`config.mk`:
```
export PLATFORM = sky130hd
export DESIGN_NAME = virtual_pin_bridge_flat
export DESIGN_NICKNAME = d
export VERILOG_FILES = /design/src/rtl/virtual_pin_pkg.sv /design/src/rtl/virtual_pin_bridge_if.sv /design/src/rtl/vpb_pulse_timer.sv /design/src/rtl/virtual_pin_bridge.sv /design/src/flat_wrapper.sv
export SDC_FILE = /design/constraint.sdc
export NUM_CORES = 1
export LEC_CHECK = 0
export CORE_UTILIZATION = 55
export DETAILED_ROUTE_END_ITERATION = 8
export PLACE_DENSITY = 0.82
export SLEW_MARGIN = 20
export SYNTH_ARGS = -nofsm -noshare
export SYNTH_HDL_FRONTEND = slang
export SYNTH_SLANG_ARGS = --single-unit
```
`constraint.sdc`:
```
create_clock -name CYCLONEV_CLK_50 -period 5.08 [get_ports CYCLONEV_CLK_50]
set_clock_uncertainty 0.05 [all_clocks]
set_input_delay 1.016 -clock CYCLONEV_CLK_50 [delete_from_list [all_inputs] [get_ports CYCLONEV_CLK_50]]
set_output_delay 1.016 -clock CYCLONEV_CLK_50 [all_outputs]
set_load 0.01 [all_outputs]
```
`src/rtl/virtual_pin_pkg.sv`:
```
// Shared constants, address map and helpers for the virtual-pin bridge.
// Imported by the bus interface, the bridge top and its pulse timer.
package virtual_pin_pkg;

  localparam int unsigned AVS_ADDR_W = 5;
  localparam int unsigned AVS_DATA_W = 32;
  localparam int unsigned LEDR_W     = 10;
  localparam int unsigned HEX_W      = 8;

  localparam logic [AVS_ADDR_W-1:0] ADDR_ID         = 5'h00;
  localparam logic [AVS_ADDR_W-1:0] ADDR_IN_LO      = 5'h01;
  localparam logic [AVS_ADDR_W-1:0] ADDR_IN_HI      = 5'h02;
  localparam logic [AVS_ADDR_W-1:0] ADDR_SW_KEY     = 5'h03;
  localparam logic [AVS_ADDR_W-1:0] ADDR_KEY_PULSE  = 5'h04;
  localparam logic [AVS_ADDR_W-1:0] ADDR_STATUS     = 5'h05;
  localparam logic [AVS_ADDR_W-1:0] ADDR_CTRL       = 5'h06;
  localparam logic [AVS_ADDR_W-1:0] ADDR_PARAM_BASE = 5'h10;

  localparam logic [AVS_DATA_W-1:0] ID_VALUE = 32'h5650_0002;

  localparam int unsigned STAT_CHG  = 0;
  localparam int unsigned STAT_PEND = 1;
  localparam int unsigned STAT_HOLD = 2;

  // Snapshot of the user design's visible outputs, MSB first.
  typedef struct packed {
    logic [HEX_W-1:0]  hex5;
    logic [HEX_W-1:0]  hex4;
    logic [HEX_W-1:0]  hex3;
    logic [HEX_W-1:0]  hex2;
    logic [HEX_W-1:0]  hex1;
    logic [HEX_W-1:0]  hex0;
    logic [LEDR_W-1:0] ledr;
  } user_pins_t;

  // Bits needed to hold values 0..value-1; never returns less than 1.
  function automatic int unsigned clog2(input int unsigned value);
    int unsigned r;
    r = 0;
    for (int i = 0; i < 32; i++) begin
      if ((64'(1) << i) < 64'(value)) r = 32'(i + 1);
    end
    return (r == 0) ? 1 : r;
  endfunction

endpackage

```
`src/rtl/virtual_pin_bridge_if.sv`:
```
// Avalon-MM style host port of the virtual-pin bridge.
// The host side is the master; the bridge is the slave.
interface virtual_pin_bridge_if;
  import virtual_pin_pkg::*;

  logic [AVS_ADDR_W-1:0] avs_address;
  logic                  avs_write;
  logic [AVS_DATA_W-1:0] avs_writedata;
  logic                  avs_read;
  logic [AVS_DATA_W-1:0] avs_readdata;
  logic                  avs_readdatavalid;

  modport master (
    output avs_address, avs_write, avs_writedata, avs_read,
    input  avs_readdata, avs_readdatavalid
  );

  modport slave (
    input  avs_address, avs_write, avs_writedata, avs_read,
    output avs_readdata, avs_readdatavalid
  );
endinterface

```
`src/rtl/vpb_pulse_timer.sv`:
```
// Self-timed KEY pulses: one shared down-counter and a mask of active keys.
// Any non-zero trigger adds its keys and restarts the window for all of them.
module vpb_pulse_timer
  import virtual_pin_pkg::*;
#(
  parameter int unsigned NUM_KEY          = 2,
  parameter int unsigned KEY_PULSE_CYCLES = 50000
) (
  input  logic               clk,
  input  logic               reset,
  input  logic               trig,
  input  logic [NUM_KEY-1:0] trig_keys,
  output logic [NUM_KEY-1:0] pulse_mask
);

  localparam int unsigned CNT_W = clog2(KEY_PULSE_CYCLES + 1);

  logic [CNT_W-1:0]   cnt_q;
  logic [NUM_KEY-1:0] mask_q;

  // Counter holds the remaining high cycles; the mask drops as it leaves 1.
  always_ff @(posedge clk) begin
    if (reset) begin
      cnt_q  <= '0;
      mask_q <= '0;
    end else if (trig && (trig_keys != '0)) begin
      mask_q <= mask_q | trig_keys;
      cnt_q  <= CNT_W'(KEY_PULSE_CYCLES);
    end else if (cnt_q == CNT_W'(1)) begin
      mask_q <= '0;
      cnt_q  <= '0;
    end else if (cnt_q != '0) begin
      cnt_q <= cnt_q - CNT_W'(1);
    end
  end

  assign pulse_mask = mask_q;

endmodule

```
`src/rtl/virtual_pin_bridge.sv`:
```
// Host-visible bridge between a JTAG-to-Avalon master and the user design:
// mirrors LEDR/HEX, drives SW/KEY, commits parameter words atomically.
module virtual_pin_bridge
  import virtual_pin_pkg::*;
#(
  parameter int unsigned NUM_SW           = 10,
  parameter int unsigned NUM_KEY          = 2,
  parameter int unsigned NUM_PARAMS       = 3,
  parameter int unsigned PARAM_W          = 32,
  parameter int unsigned RESET_HOLD       = 255,
  parameter int unsigned KEY_PULSE_CYCLES = 50000
) (
  input  logic                          CYCLONEV_CLK_50,
  input  logic                          reset,
  virtual_pin_bridge_if.slave           avs,
  input  logic [LEDR_W-1:0]             LEDR,
  input  logic [HEX_W-1:0]              HEX0,
  input  logic [HEX_W-1:0]              HEX1,
  input  logic [HEX_W-1:0]              HEX2,
  input  logic [HEX_W-1:0]              HEX3,
  input  logic [HEX_W-1:0]              HEX4,
  input  logic [HEX_W-1:0]              HEX5,
  output logic [NUM_SW-1:0]             SW,
  output logic [NUM_KEY-1:0]            KEY,
  output logic [NUM_PARAMS*PARAM_W-1:0] param,
  output logic                          sys_reset_n
);

  localparam int unsigned SWK_W     = NUM_SW + NUM_KEY;
  localparam int unsigned PRM_TOT_W = NUM_PARAMS * PARAM_W;
  localparam int unsigned HOLD_W    = clog2(RESET_HOLD + 1);

  logic [HOLD_W-1:0]     hold_cnt_q;
  logic [HOLD_W-1:0]     hold_cnt_nxt;
  logic                  hold_done_q;
  user_pins_t            pins_in;
  user_pins_t            pins_cur_q;
  user_pins_t            pins_prev_q;
  logic                  chg_q;
  logic [SWK_W-1:0]      sw_key_q;
  logic [PRM_TOT_W-1:0]  shadow_q;
  logic [PRM_TOT_W-1:0]  param_q;
  logic                  pend;
  logic [NUM_KEY-1:0]    pulse_mask;
  logic [AVS_DATA_W-1:0] rd_data;
  logic [AVS_DATA_W-1:0] readdata_q;
  logic                  readdatavalid_q;
  logic                  wr_sw_key;
  logic                  wr_key_pulse;
  logic                  wr_status_clr;
  logic                  wr_commit;
  logic [NUM_PARAMS-1:0] wr_param;

  assign pins_in = {HEX5, HEX4, HEX3, HEX2, HEX1, HEX0, LEDR};

  // Start-up hold: counts up after reset and parks at RESET_HOLD.
  always_comb begin
    hold_cnt_nxt = hold_cnt_q;
    if (hold_cnt_q != HOLD_W'(RESET_HOLD)) hold_cnt_nxt = hold_cnt_q + HOLD_W'(1);
  end

  always_ff @(posedge CYCLONEV_CLK_50) begin
    if (reset) begin
      hold_cnt_q  <= '0;
      hold_done_q <= 1'b0;
    end else begin
      hold_cnt_q  <= hold_cnt_nxt;
      hold_done_q <= (hold_cnt_nxt == HOLD_W'(RESET_HOLD));
    end
  end

  // Write decode.
  always_comb begin
    wr_sw_key     = avs.avs_write && (avs.avs_address == ADDR_SW_KEY);
    wr_key_pulse  = avs.avs_write && (avs.avs_address == ADDR_KEY_PULSE);
    wr_status_clr = avs.avs_write && (avs.avs_address == ADDR_STATUS)
                    && avs.avs_writedata[STAT_CHG];
    wr_commit     = avs.avs_write && (avs.avs_address == ADDR_CTRL)
                    && avs.avs_writedata[0];
    for (int i = 0; i < NUM_PARAMS; i++) begin
      wr_param[i] = avs.avs_write
                    && (avs.avs_address == ADDR_PARAM_BASE + AVS_ADDR_W'(i));
    end
  end

  assign pend = (shadow_q != param_q);

  // Register file; a pending change sample beats a same-cycle clear of chg.
  always_ff @(posedge CYCLONEV_CLK_50) begin
    if (reset) begin
      pins_cur_q      <= '0;
      pins_prev_q     <= '0;
      chg_q           <= 1'b0;
      sw_key_q        <= '0;
      shadow_q        <= '0;
      param_q         <= '0;
      readdata_q      <= '0;
      readdatavalid_q <= 1'b0;
    end else begin
      pins_cur_q      <= pins_in;
      pins_prev_q     <= pins_cur_q;
      chg_q           <= (pins_cur_q != pins_prev_q) || (chg_q && !wr_status_clr);
      if (wr_sw_key) sw_key_q <= avs.avs_writedata[SWK_W-1:0];
      for (int i = 0; i < NUM_PARAMS; i++) begin
        if (wr_param[i]) shadow_q[i*PARAM_W +: PARAM_W] <= avs.avs_writedata[PARAM_W-1:0];
      end
      if (wr_commit) param_q <= shadow_q;
      readdatavalid_q <= avs.avs_read;
      readdata_q      <= avs.avs_read ? rd_data : '0;
    end
  end

  // Read mux sees pre-write state, so a same-cycle write is not reflected.
  always_comb begin
    rd_data = '0;
    case (avs.avs_address)
      ADDR_ID:     rd_data = ID_VALUE;
      ADDR_IN_LO:  rd_data = {pins_cur_q.hex1, pins_cur_q.hex0, 6'b0, pins_cur_q.ledr};
      ADDR_IN_HI:  rd_data = {pins_cur_q.hex5, pins_cur_q.hex4,
                              pins_cur_q.hex3, pins_cur_q.hex2};
      ADDR_SW_KEY: rd_data = AVS_DATA_W'(sw_key_q);
      ADDR_STATUS: begin
        rd_data[STAT_CHG]  = chg_q;
        rd_data[STAT_PEND] = pend;
        rd_data[STAT_HOLD] = hold_done_q;
      end
      default: begin
        for (int i = 0; i < NUM_PARAMS; i++) begin
          if (avs.avs_address == ADDR_PARAM_BASE + AVS_ADDR_W'(i)) begin
            rd_data = AVS_DATA_W'(shadow_q[i*PARAM_W +: PARAM_W]);
          end
        end
      end
    endcase
  end

  vpb_pulse_timer #(
    .NUM_KEY          (NUM_KEY),
    .KEY_PULSE_CYCLES (KEY_PULSE_CYCLES)
  ) u_pulse_timer (
    .clk        (CYCLONEV_CLK_50),
    .reset      (reset),
    .trig       (wr_key_pulse),
    .trig_keys  (avs.avs_writedata[NUM_KEY-1:0]),
    .pulse_mask (pulse_mask)
  );

  assign SW                    = sw_key_q[NUM_SW-1:0];
  assign KEY                   = sw_key_q[SWK_W-1:NUM_SW] | pulse_mask;
  assign param                 = param_q;
  assign sys_reset_n           = hold_done_q;
  assign avs.avs_readdata      = readdata_q;
  assign avs.avs_readdatavalid = readdatavalid_q;

endmodule

```
`src/flat_wrapper.sv`:
```
// flat-port wrapper written by rule: the top's interface ports become plain ports
module virtual_pin_bridge_flat import virtual_pin_pkg::*;
#(
  parameter int unsigned NUM_SW           = 10,
  parameter int unsigned NUM_KEY          = 2,
  parameter int unsigned NUM_PARAMS       = 3,
  parameter int unsigned PARAM_W          = 32,
  parameter int unsigned RESET_HOLD       = 255,
  parameter int unsigned KEY_PULSE_CYCLES = 50000
)
  (CYCLONEV_CLK_50, reset, LEDR, HEX0, HEX1, HEX2, HEX3, HEX4, HEX5, SW, KEY, param, sys_reset_n, avs_avs_address, avs_avs_write, avs_avs_writedata, avs_avs_read, avs_avs_readdata, avs_avs_readdatavalid);
  virtual_pin_bridge_if avs_i ();
  input  logic CYCLONEV_CLK_50;
  input  logic reset;
  input  logic [LEDR_W-1:0] LEDR;
  input  logic [HEX_W-1:0] HEX0;
  input  logic [HEX_W-1:0] HEX1;
  input  logic [HEX_W-1:0] HEX2;
  input  logic [HEX_W-1:0] HEX3;
  input  logic [HEX_W-1:0] HEX4;
  input  logic [HEX_W-1:0] HEX5;
  output logic [NUM_SW-1:0] SW;
  output logic [NUM_KEY-1:0] KEY;
  output logic [NUM_PARAMS*PARAM_W-1:0] param;
  output logic sys_reset_n;
  input wire logic [$bits(avs_i.avs_address)-1:0] avs_avs_address;
  input wire logic [$bits(avs_i.avs_write)-1:0] avs_avs_write;
  input wire logic [$bits(avs_i.avs_writedata)-1:0] avs_avs_writedata;
  input wire logic [$bits(avs_i.avs_read)-1:0] avs_avs_read;
  output wire logic [$bits(avs_i.avs_readdata)-1:0] avs_avs_readdata;
  output wire logic [$bits(avs_i.avs_readdatavalid)-1:0] avs_avs_readdatavalid;
  assign avs_i.avs_address = avs_avs_address;
  assign avs_i.avs_write = avs_avs_write;
  assign avs_i.avs_writedata = avs_avs_writedata;
  assign avs_i.avs_read = avs_avs_read;
  assign avs_avs_readdata = avs_i.avs_readdata;
  assign avs_avs_readdatavalid = avs_i.avs_readdatavalid;
  virtual_pin_bridge #(.NUM_SW(NUM_SW), .NUM_KEY(NUM_KEY), .NUM_PARAMS(NUM_PARAMS), .PARAM_W(PARAM_W), .RESET_HOLD(RESET_HOLD), .KEY_PULSE_CYCLES(KEY_PULSE_CYCLES)) u_core (.CYCLONEV_CLK_50(CYCLONEV_CLK_50), .reset(reset), .avs(avs_i), .LEDR(LEDR), .HEX0(HEX0), .HEX1(HEX1), .HEX2(HEX2), .HEX3(HEX3), .HEX4(HEX4), .HEX5(HEX5), .SW(SW), .KEY(KEY), .param(param), .sys_reset_n(sys_reset_n));
endmodule
```
==> flow_metrics.env, run 1 <==
export IMPL_status="completed"
export IMPL_ff2ff_setup_slack_ps=2600
export IMPL_cp_cell_sequence="clkdlybuf4s50_1 -> nor2b_1 -> nand3_1 -> nor2_4 -> buf_12 -> nand2_1 -> a21oi_1"
export IMPL_synth_edf_count=0
export IMPL_grt_setup_unrepaired="no"
export IMPL_seq_area_frac_synth_pct=51.1
export IMPL_start_kind="input pin"
export IMPL_synthCells=1710
export IMPL_grt_ovfl_total=0
export IMPL_powerDensity_mw_per_mm2=363
export IMPL_ant_nets=0
export IMPL_holdPathEnd="u_core.param[6]$_SDFFE_PP0P_"
export IMPL_cts_root_buffer_cell="clkbuf_16"
export IMPL_drc_errors=0
export IMPL_vias_per_cell=5.92
export IMPL_synthDistinctLibCells=51
export IMPL_ys_ff_latch=381
export IMPL_hold_start="u_core.param[6]$_SDFFE_PP0P_"
export IMPL_routedWlPerCell_um=20.5
export IMPL_rows=59
export IMPL_fp_dieH_um=167
export IMPL_final_nets=1996
export IMPL_coreArea_mm2=0.0264
export IMPL_p_sw_uw=1630
export IMPL_antenna_found_initial=1
export IMPL_critPathCaptureType="flop"
export IMPL_die_w_um=167
export IMPL_power_frac_clock_pct=43.4
export IMPL_cts_clk_slew_worst_paths_ps=60
export IMPL_cts_setup_buffers=0
export IMPL_drt_initial_drc_count=1780
export IMPL_grt_pass1_wl_um=69900
export IMPL_ctsHtreeMaxLevel=2
export IMPL_p_int_uw=5190
export IMPL_swShare_pct=24.0
export IMPL_path_class="in -> reg"
export IMPL_period_share_pct=66.3
export IMPL_hold_depth=2
export IMPL_grt_util_all_layers_pct=32.4
export IMPL_hpwl_um=31600
export IMPL_post_route_util_pct=71.4
export IMPL_comb_power_share_pct=9.7
export IMPL_timing_rr_start="u_core.hold_cnt_q[0]$_SDFF_PP0_"
export IMPL_fin_area_mm2=0.0188
export IMPL_cp_arrival_ps=3750
export IMPL_fillCellCount=1961
export IMPL_worst_path_max_delay_cell="nor2_4"
export IMPL_leakagePower_uw=0.00654
export IMPL_synth_top_flop_cell="dfxtp_1"
export IMPL_gp_congestion=0.925
export IMPL_num_vias=13400
export IMPL_clk_latency_ps=530
export IMPL_cts_buffer_depth=3
export IMPL_io_buffers=240
export IMPL_tightest_slew_ps=1170
export IMPL_crit_buf_inv=2
export IMPL_tritoncts="yes"
export IMPL_relSlewSlack_pct=22.0
export IMPL_cts_hold_buffers=0
export IMPL_dr_pass1_iters=7
export IMPL_finalHoldViolCount=0
export IMPL_hp_class="reg -> reg"
export IMPL_crit_fanout=38
export IMPL_ys_warn_count=0
export IMPL_die_area_mm2=0.0278
export IMPL_numCtsBuffers=38
export IMPL_power_frac_seq_pct=46.8
export IMPL_cp_top_family="simple AND/OR/NAND/NOR gates"
export IMPL_wirelength_um=46400
export IMPL_r2r_end="u_core.sys_reset_n$_SDFF_PP0_"
export IMPL_io_pins=241
export IMPL_initial_utilization_pct=56.6
export IMPL_period_needed_ps=3370
export IMPL_netlist_area_mm2=0.0149
export IMPL_drv_cap=0
export IMPL_cts_repair_resized=0
export IMPL_slew_viol_final=0
export IMPL_synth_nets=1812
export IMPL_fmaxAchievable_ghz=0.297
export IMPL_tns_ps=0
export IMPL_placed_area_mm2=0.0175
export IMPL_clkSinkCount=381
export IMPL_synth_avg_cell_area_um2=8.72
export IMPL_synth_async_reset_ratio_pct=0
export IMPL_finalSetupViolCount=0
export IMPL_cp_required_ps=5470
export IMPL_layout_drive_gt1_share_pct=5.88
export IMPL_worstRegToRegCells=7
export IMPL_critPathMaxStageDelay_ps=710
export IMPL_grt_pass1_vias=12400
export IMPL_grt_max_degree=214
export IMPL_ir_worst_vdd_v=0.000300
export IMPL_syn2layout_area_growth_pct=26.1
export IMPL_power_total_uw=6820
cell type report:
cell class | count | area, um2 | share of cell area [%]
multi-input cells | 1209 | 6800 | 36.2
clock inverters | 22 | 273 | 1.45
inverters | 4 | 15.0 | 0.0798
well taps | 335 | 419 | 2.23
flip-flops and latches | 381 | 7630 | 40.5
repair buffers | 260 | 2620 | 13.9
diodes | 1 | 2.50 | 0.0133
clock buffers | 46 | 1050 | 5.59
cells in the mapped netlist, types with 8 or more instances:
library cell  instances  area, um2
nor4_1               21        131
a21oi_1             238       1190
nand2_1             438       1640
nor3_1                8       40.0
buf_4                11       82.6
a22oi_1              31        233
a31oi_1               8       50.1
xor2_1               59        517
a222oi_1             21        210
xnor2_1             108        946
clkbuf_1             97        364
dfxtp_1             381       7630
nand4_1              31        194
mux2_2                8       90.1
nand3_1              12       60.1
nor2_1               33        124
nor2b_1             119        744
layer usage:
layer	share of wire (%)	GRT usage, %	up-vias	wire [um]
met5	0	0	-	0
met4	5.3	16.7	0	2470
met3	11	6.87	160	4880
met2	46	51.7	815	21200
met1	38	41.5	6291	17800
li1	-	-	6098	-
stage by stage:
| step | instances | hold slack, ps | setup slack [ps] |
|---|---|---|---|
| 2_1_floorplan | 1710 | 394 | 2580 |
| 3_3_place_gp | 2189 | 407 | 1210 |
| 3_5_place_dp | 2189 | 420 | 1130 |
| 4_1_cts | 2257 | 429 | 1670 |
| 5_1_grt | 2258 | 457 | 1430 |
| 6_report | 2258 | 435 | 1710 |
tightest hold or removal path, cell delays in order, from the launching register on:
cell	delay [ps]
dfxtp_1	330
nand2_1	60
a21oi_1	50
worst max path at each step:
stage,from,to,slack (ps),cells after the start
2_1_floorplan,avs_avs_address[1],u_core.param[64]$_SDFFE_PP0P_,2580,9
3_3_place_gp,avs_avs_address[0],u_core.param[66]$_SDFFE_PP0P_,1210,7
3_5_place_dp,avs_avs_address[0],u_core.param[84]$_SDFFE_PP0P_,1130,7
4_1_cts,avs_avs_address[0],u_core.param[84]$_SDFFE_PP0P_,1670,7
5_1_grt,avs_avs_address[0],u_core.param[56]$_SDFFE_PP0P_,1430,7
6_report,avs_avs_address[0],u_core.param[60]$_SDFFE_PP0P_,1710,7
layout by cell type, fill, tap and decap left out, types with 6 or more instances in the layout:
cell type and n:
mux2_2 8, a21oi_1 238, nand4_1 31, a311oi_1 6, a22o_1 7, xnor2_1 108
a221oi_1 6, nor3_1 7, a31oi_1 8, clkinv_2 12, a222oi_1 21, a22oi_1 31
buf_4 15, bufinv_16 6, nor2b_1 119, nand3_1 12, nor4_1 21, clkbuf_16 39
dfxtp_1 381, clkdlybuf4s50_1 239, xor2_1 59, o21ai_0 7, nand2_1 438, nor2_1 30
power groups by stage:
stage          clock network (uW)  registers [uW]  logic, uW
3_3_place_gp                    0            3250        631
6_report                     2960            3190        663
2_1_floorplan                   0            3230        455
3_5_place_dp                    0            3250        648
4_1_cts                      2970            3190        659
5_1_grt                      3090            3200        725
kinds of logic (layout without fill, tap and decap cells):
logic type | Yosys count | count (layout) | synth area share, %
fa+ha+maj | 3 | 3 | 0.252
mux | 10 | 10 | 0.738
flops | 381 | 381 | 51.1
buf+inv | 120 | 332 | 3.42
xor+xnor | 167 | 167 | 9.80
simple gates | 693 | 693 | 21.4
compound gates | 336 | 336 | 13.3
other cells | 0 | 1 | 0
sequential cells by signal, indices dropped and copies added (netlist names):
signal / count
u_core.chg_q: 1
u_core.avs.avs_readdatavalid: 1
u_core.pins_cur_q: 58
u_core.avs.avs_readdata: 32
u_core.sw_key_q: 12
u_core.shadow_q: 96
u_core.hold_cnt_q: 8
u_core.u_pulse_timer.cnt_q: 16
u_core.sys_reset_n: 1
u_core.u_pulse_timer.pulse_mask: 2
u_core.param: 96
u_core.pins_prev_q: 58
Note: power is estimated with default switching activity, not from simulation.
==> inputs of run 2 (changes only) <==
Settings changed: CORE_UTILIZATION 55 to 53, PLACE_DENSITY 0.82 to 0.79.
Clock period 5.08 ns to 3.3 ns, I/O delays scaled along.
==> run 2 against run 1 <==
Net effect:
- setup slack worse by 910 ps
- via count down 0.28%
- utilization down 2.7 points
- critical path type is now reg -> reg
- clock-buffer cell count up 11
- power up 53%
- non-clock buffer count up 13
- combinational power up 57%
==> flow_metrics.env, run 2 (synthesized netlist as in run 1, its figures left out) <==
export IMPL_timing_critical_path_from="u_core.hold_cnt_q[0]$_SDFF_PP0_"
export IMPL_ctsHtreeMaxLevel=2
export IMPL_grt_pass1_vias=12300
export IMPL_finalHoldViolCount=0
export IMPL_drc_errors=0
export IMPL_vias_per_cell=5.75
export IMPL_path_class="reg -> reg"
export IMPL_cts_repair_resized=0
export IMPL_crit_path_end="u_core.sys_reset_n$_SDFF_PP0_"
export IMPL_finalSetupViolCount=0
export IMPL_status="completed"
export IMPL_fmaxAchievable_ghz=0.401
export IMPL_tightest_slew_ps=803
export IMPL_drv_cap=0
export IMPL_layout_drive_gt1_share_pct=6.49
export IMPL_timing_rr_start="u_core.hold_cnt_q[0]$_SDFF_PP0_"
export IMPL_grt_max_degree=123
export IMPL_gp_congestion=0.914
export IMPL_initial_utilization_pct=53.8
export IMPL_hp_class="reg -> reg"
export IMPL_relSlewSlack_pct=46.5
export IMPL_hold_depth=2
export IMPL_powerDensity_mw_per_mm2=550
export IMPL_num_vias=13300
export IMPL_ff2ff_setup_slack_ps=800
export IMPL_timing_final_ws_setup_ps=804
export IMPL_final_common_cell="nand2_1"
export IMPL_cp_top_family="simple AND/OR/NAND/NOR gates"
export IMPL_fp_dieH_um=170
export IMPL_crit_top_cell="and3_1"
export IMPL_clkSinkCount=381
export IMPL_p_int_uw=7920
export IMPL_die_area_mm2=0.0288
export IMPL_crit_cells=7
export IMPL_comb_power_share_pct=9.9
export IMPL_crit_buf_inv=0
export IMPL_grt_setup_unrepaired="no"
export IMPL_coreArea_mm2=0.0277
export IMPL_die_w_um=170
export IMPL_io_buffers=240
export IMPL_ir_worst_vdd_v=0.000422
export IMPL_grt_pass1_wl_um=70400
export IMPL_wirelength_um=46900
export IMPL_worst_path_max_delay_cell="or4_1"
export IMPL_antenna_found_initial=2
export IMPL_worstRegToRegCells=7
export IMPL_grt_ovfl_total=0
export IMPL_critPathCaptureType="flop"
export IMPL_drt_initial_drc_count=1984
export IMPL_tns_ps=0
export IMPL_numCtsBuffers=40
export IMPL_cp_arrival_ps=2890
export IMPL_power_frac_seq_pct=46.9
export IMPL_syn2layout_area_growth_pct=27.6
export IMPL_crit_fanout=7
export IMPL_cts_buffer_depth=3
export IMPL_start_kind="flop"
export IMPL_cts_root_buffer_cell="clkbuf_16"
export IMPL_tritoncts="yes"
export IMPL_power_total_uw=10500
export IMPL_period_needed_ps=2500
export IMPL_rows=61
export IMPL_r2r_end="u_core.sys_reset_n$_SDFF_PP0_"
export IMPL_p_sw_uw=2550
export IMPL_leakagePower_uw=0.00663
export IMPL_critPathMaxStageDelay_ps=520
export IMPL_swShare_pct=24.4
export IMPL_routedWlPerCell_um=20.2
export IMPL_final_cell_mix="nand2_1, dfxtp_1, clkdlybuf4s50_1, a21oi_1, nor2b_1"
export IMPL_diodes=0
export IMPL_power_frac_clock_pct=43.2
export IMPL_post_route_util_pct=68.7
export IMPL_dr_pass1_iters=7
export IMPL_dp_slack_ps=406
export IMPL_fin_cells=2318
export IMPL_cts_setup_buffers=0
export IMPL_clk_latency_ps=530
export IMPL_cp_cell_sequence="ha_1 -> and3_1 -> and3_1 -> nand3_1 -> mux2i_1 -> or4_1 -> nor3_1"
export IMPL_hpwl_um=32500
export IMPL_cts_hold_buffers=0
export IMPL_ant_nets=0
export IMPL_cp_required_ps=3700
export IMPL_grt_util_all_layers_pct=31.9
export IMPL_dpl_cell_count=2245
export IMPL_final_nets=2011
export IMPL_cts_clk_slew_worst_paths_ps=60
export IMPL_period_share_pct=75.6
export IMPL_slew_viol_final=0
export IMPL_io_pins=241
-- run 2: cell count changes in the layout (fill, tap and decap cells not counted), moves of 2 or more --
cell	before	now
clkbuf_16	39	41
clkbuf_8	5	10
buf_4	15	23
buf_12	5	10
clkbuf_1	2	6
clkinv_2	12	9
bufinv_16	6	2
-- run 2: power by group through the flow --
stage | Clock, uW | Sequential [uW] | Combinational (uW)
6_report | 4520 | 4910 | 1040
5_1_grt | 4770 | 4930 | 1130
4_1_cts | 4550 | 4910 | 1020
3_5_place_dp | 0 | 5010 | 1010
3_3_place_gp | 0 | 5000 | 982
2_1_floorplan | 0 | 4970 | 700
-- run 2: cell type report --
| cell class | instances | area, um2 |
|---|---|---|
| flip-flops and latches | 381 | 7630 |
| well taps | 378 | 473 |
| multi-input cells | 1209 | 6800 |
| fillers | 2098 | 8670 |
| inverters | 4 | 15.0 |
| clock buffers | 57 | 1190 |
| repair buffers | 273 | 2780 |
| clock inverters | 16 | 150 |
-- run 2: worst min path at each step --
stage / endpoint / slack [ps] / startpoint
global route: u_core.u_pulse_timer.pulse_mask[1]$_SDFFE_PP0P_ / 440 / u_core.u_pulse_timer.pulse_mask[1]$_SDFFE_PP0P_
detailed placement: u_core.u_pulse_timer.pulse_mask[0]$_SDFFE_PP0P_ / 410 / u_core.u_pulse_timer.pulse_mask[0]$_SDFFE_PP0P_
finish: u_core.u_pulse_timer.pulse_mask[0]$_SDFFE_PP0P_ / 430 / u_core.u_pulse_timer.pulse_mask[0]$_SDFFE_PP0P_
floorplan: u_core.sw_key_q[10]$_SDFFE_PP0P_ / 390 / u_core.sw_key_q[10]$_SDFFE_PP0P_
CTS: u_core.u_pulse_timer.pulse_mask[0]$_SDFFE_PP0P_ / 420 / u_core.u_pulse_timer.pulse_mask[0]$_SDFFE_PP0P_
global placement: u_core.u_pulse_timer.pulse_mask[0]$_SDFFE_PP0P_ / 410 / u_core.u_pulse_timer.pulse_mask[0]$_SDFFE_PP0P_
-- run 2: stage by stage --
stage	cell area, um2	hold slack, ps
floorplan	14900	394
global placement	17700	408
detailed placement	17700	414
CTS	19000	423
global route	19000	441
finish	19000	430
-- run 2: worst reg2reg max path: cells and delay by family, from the launching register on --
kind	cells	cell delay [ps]
muxes	1	220
and+or+nand+nor	5	1410
adders and majority gates	1	290
DFF	1	450
-- run 2: per-layer routing --
metal	global-route usage, %	share of wire (%)	vias to the layer above
met5	0	0	-
met3	6.44	10	128
met2	50.1	46	768
met1	41.4	39	6283
met4	16.8	5.1	0
li1	-	-	6148
==> inputs of run 3 (changes only) <==
Clock period 3.3 ns to 2.3 ns, I/O delays scaled along.
==> run 3 against run 2 <==
Net effect:
- register-to-register slack got worse by 690 ps
- worst hold slack got worse by 150 ps
- via count rose by 1.7%
- die area did not move
- non-clock buffer count rose by 59
- sequential share of layout area fell by 0.96 points
- combinational power rose by 52%
- routed wire length rose by 2.0%
- design area rose by 2.5%
- utilization rose by 1.7 points
- highest routed layer unchanged
==> flow_metrics.env, run 3 (synthesized netlist as in run 1, its figures left out) <==
export IMPL_ant_nets=0
export IMPL_ctsHtreeMaxLevel=2
export IMPL_vias_per_cell=5.72
export IMPL_io_pins=241
export IMPL_tns_ps=0
export IMPL_path_class="reg -> reg"
export IMPL_die_w_um=170
export IMPL_routedWlPerCell_um=20.2
export IMPL_critPathCaptureType="flop"
export IMPL_critPathMaxStageDelay_ps=600
export IMPL_ir_worst_vdd_v=0.000602
export IMPL_leakagePower_uw=0.00691
export IMPL_cp_cell_sequence="or4_4 -> nor4_4 -> nand2_1 -> or4_1 -> xor2_1 -> nor2_1"
export IMPL_layout_drive_gt1_share_pct=8.74
export IMPL_powerDensity_mw_per_mm2=767
export IMPL_period_share_pct=95.1
export IMPL_rows=61
export IMPL_timing_final_ws_setup_ps=113
export IMPL_drc_errors=0
export IMPL_diodes=0
export IMPL_die_area_mm2=0.0288
export IMPL_period_needed_ps=2190
export IMPL_p_int_uw=11400
export IMPL_num_vias=13600
export IMPL_crit_buf_inv=0
export IMPL_finalSetupViolCount=0
export IMPL_cp_top_family="simple AND/OR/NAND/NOR gates"
export IMPL_cp_arrival_ps=2550
export IMPL_hpwl_um=34300
export IMPL_relSlewSlack_pct=57.6
export IMPL_dp_slack_ps=-371
export IMPL_cts_root_buffer_cell="clkbuf_16"
export IMPL_syn2layout_area_growth_pct=30.7
export IMPL_fmaxAchievable_ghz=0.457
export IMPL_p_sw_uw=3520
export IMPL_initial_utilization_pct=53.8
export IMPL_antenna_found_initial=0
export IMPL_grt_pass1_wl_um=71200
export IMPL_worst_path_max_delay_cell="or4_4"
export IMPL_io_buffers=240
export IMPL_tritoncts="yes"
export IMPL_tightest_slew_ps=631
export IMPL_hp_class="in -> reg"
export IMPL_final_cell_mix="nand2_1, dfxtp_1, clkdlybuf4s50_1, a21oi_1, nor2b_1"
export IMPL_final_nets=2068
export IMPL_numCtsBuffers=38
export IMPL_dr_pass1_iters=6
export IMPL_power_frac_seq_pct=47.1
export IMPL_start_kind="flop"
export IMPL_crit_fanout=5
export IMPL_wirelength_um=47900
export IMPL_clk_latency_ps=520
export IMPL_cp_required_ps=2660
export IMPL_fp_dieH_um=170
export IMPL_swShare_pct=23.5
export IMPL_drv_cap=0
export IMPL_grt_ovfl_total=0
export IMPL_slew_viol_final=0
export IMPL_cts_buffer_depth=3
export IMPL_drt_initial_drc_count=1876
export IMPL_cts_clk_slew_worst_paths_ps=60
export IMPL_gp_congestion=0.954
export IMPL_status="completed"
export IMPL_grt_util_all_layers_pct=32.4
export IMPL_grt_pass1_vias=12500
export IMPL_final_common_cell="nand2_1"
export IMPL_comb_power_share_pct=10.5
export IMPL_power_frac_clock_pct=42.3
export IMPL_grt_max_degree=115
export IMPL_coreArea_mm2=0.0277
export IMPL_finalHoldViolCount=0
export IMPL_clkSinkCount=381
run 3: layout make-up:
| type | count | area (um2) |
|---|---|---|
| Clock buffer | 59 | 1140 |
| Multi-Input combinational cell | 1209 | 6810 |
| Tap cell | 378 | 473 |
| Fill cell | 2097 | 8200 |
| Inverter | 4 | 15.0 |
| Timing Repair Buffer | 332 | 3300 |
| Clock inverter | 6 | 134 |
| Sequential cell | 381 | 7630 |
run 3: per-layer routing:
metal  part of all wire, %  vias up  track usage (%)
li1                      -     6245                -
met1                    39     6435             42.7
met2                    46      743             52.2
met3                   9.1      131             4.22
met4                   5.2        0             16.1
met5                     0        -                0
run 3: power by group through the flow:
stage | Clock [uW] | Sequential (uW) | Combinational [uW]
finish | 6330 | 7050 | 1580
global route | 6660 | 7070 | 1700
CTS | 6370 | 7040 | 1550
detailed placement | 0 | 7190 | 1520
global placement | 0 | 7170 | 1480
floorplan | 0 | 7130 | 1000
run 3: worst paths after layout:
kind                                                 end  slack, ps  cells past startpoint                                       start
min                      u_core.hold_cnt_q[0]$_SDFF_PP0_        280                      2                                       reset
min reg2reg             u_core.sw_key_q[10]$_SDFFE_PP0P_        430                      2            u_core.sw_key_q[10]$_SDFFE_PP0P_
max          u_core.u_pulse_timer.cnt_q[12]$_SDFFE_PP0N_        110                      6  u_core.u_pulse_timer.cnt_q[4]$_SDFFE_PP0P_
max reg2reg  u_core.u_pulse_timer.cnt_q[12]$_SDFFE_PP0N_        110                      6  u_core.u_pulse_timer.cnt_q[4]$_SDFFE_PP0P_
run 3: worst reg2reg max path: stages (launching register included):
cell and delay [ps]:
dfxtp_1 340, or4_4 600, nor4_4 290, nand2_1 150
or4_1 440, xor2_1 160, nor2_1 50
run 3: through the flow:
step / power (uW) / std cells / util [%] / area, um2 / hold WS (ps)
finish: 15000 / 2369 / 70.4 / 19500 / 283
global route: 15400 / 2369 / 70.4 / 19500 / 311
CTS: 15000 / 2368 / 70.3 / 19500 / 278
detailed placement: 8710 / 2303 / 65.7 / 18200 / 418
global placement: 8660 / 2303 / 65.7 / 18200 / 406
floorplan: 8130 / 1710 / - / 14900 / 394
run 3: repair_timing:
item | CTS | global route
hold buffers | 0 | 0
endpoints found under the setup margin | 0 | 11
setup buffers | 0 | 1
resized for setup | 0 | 3
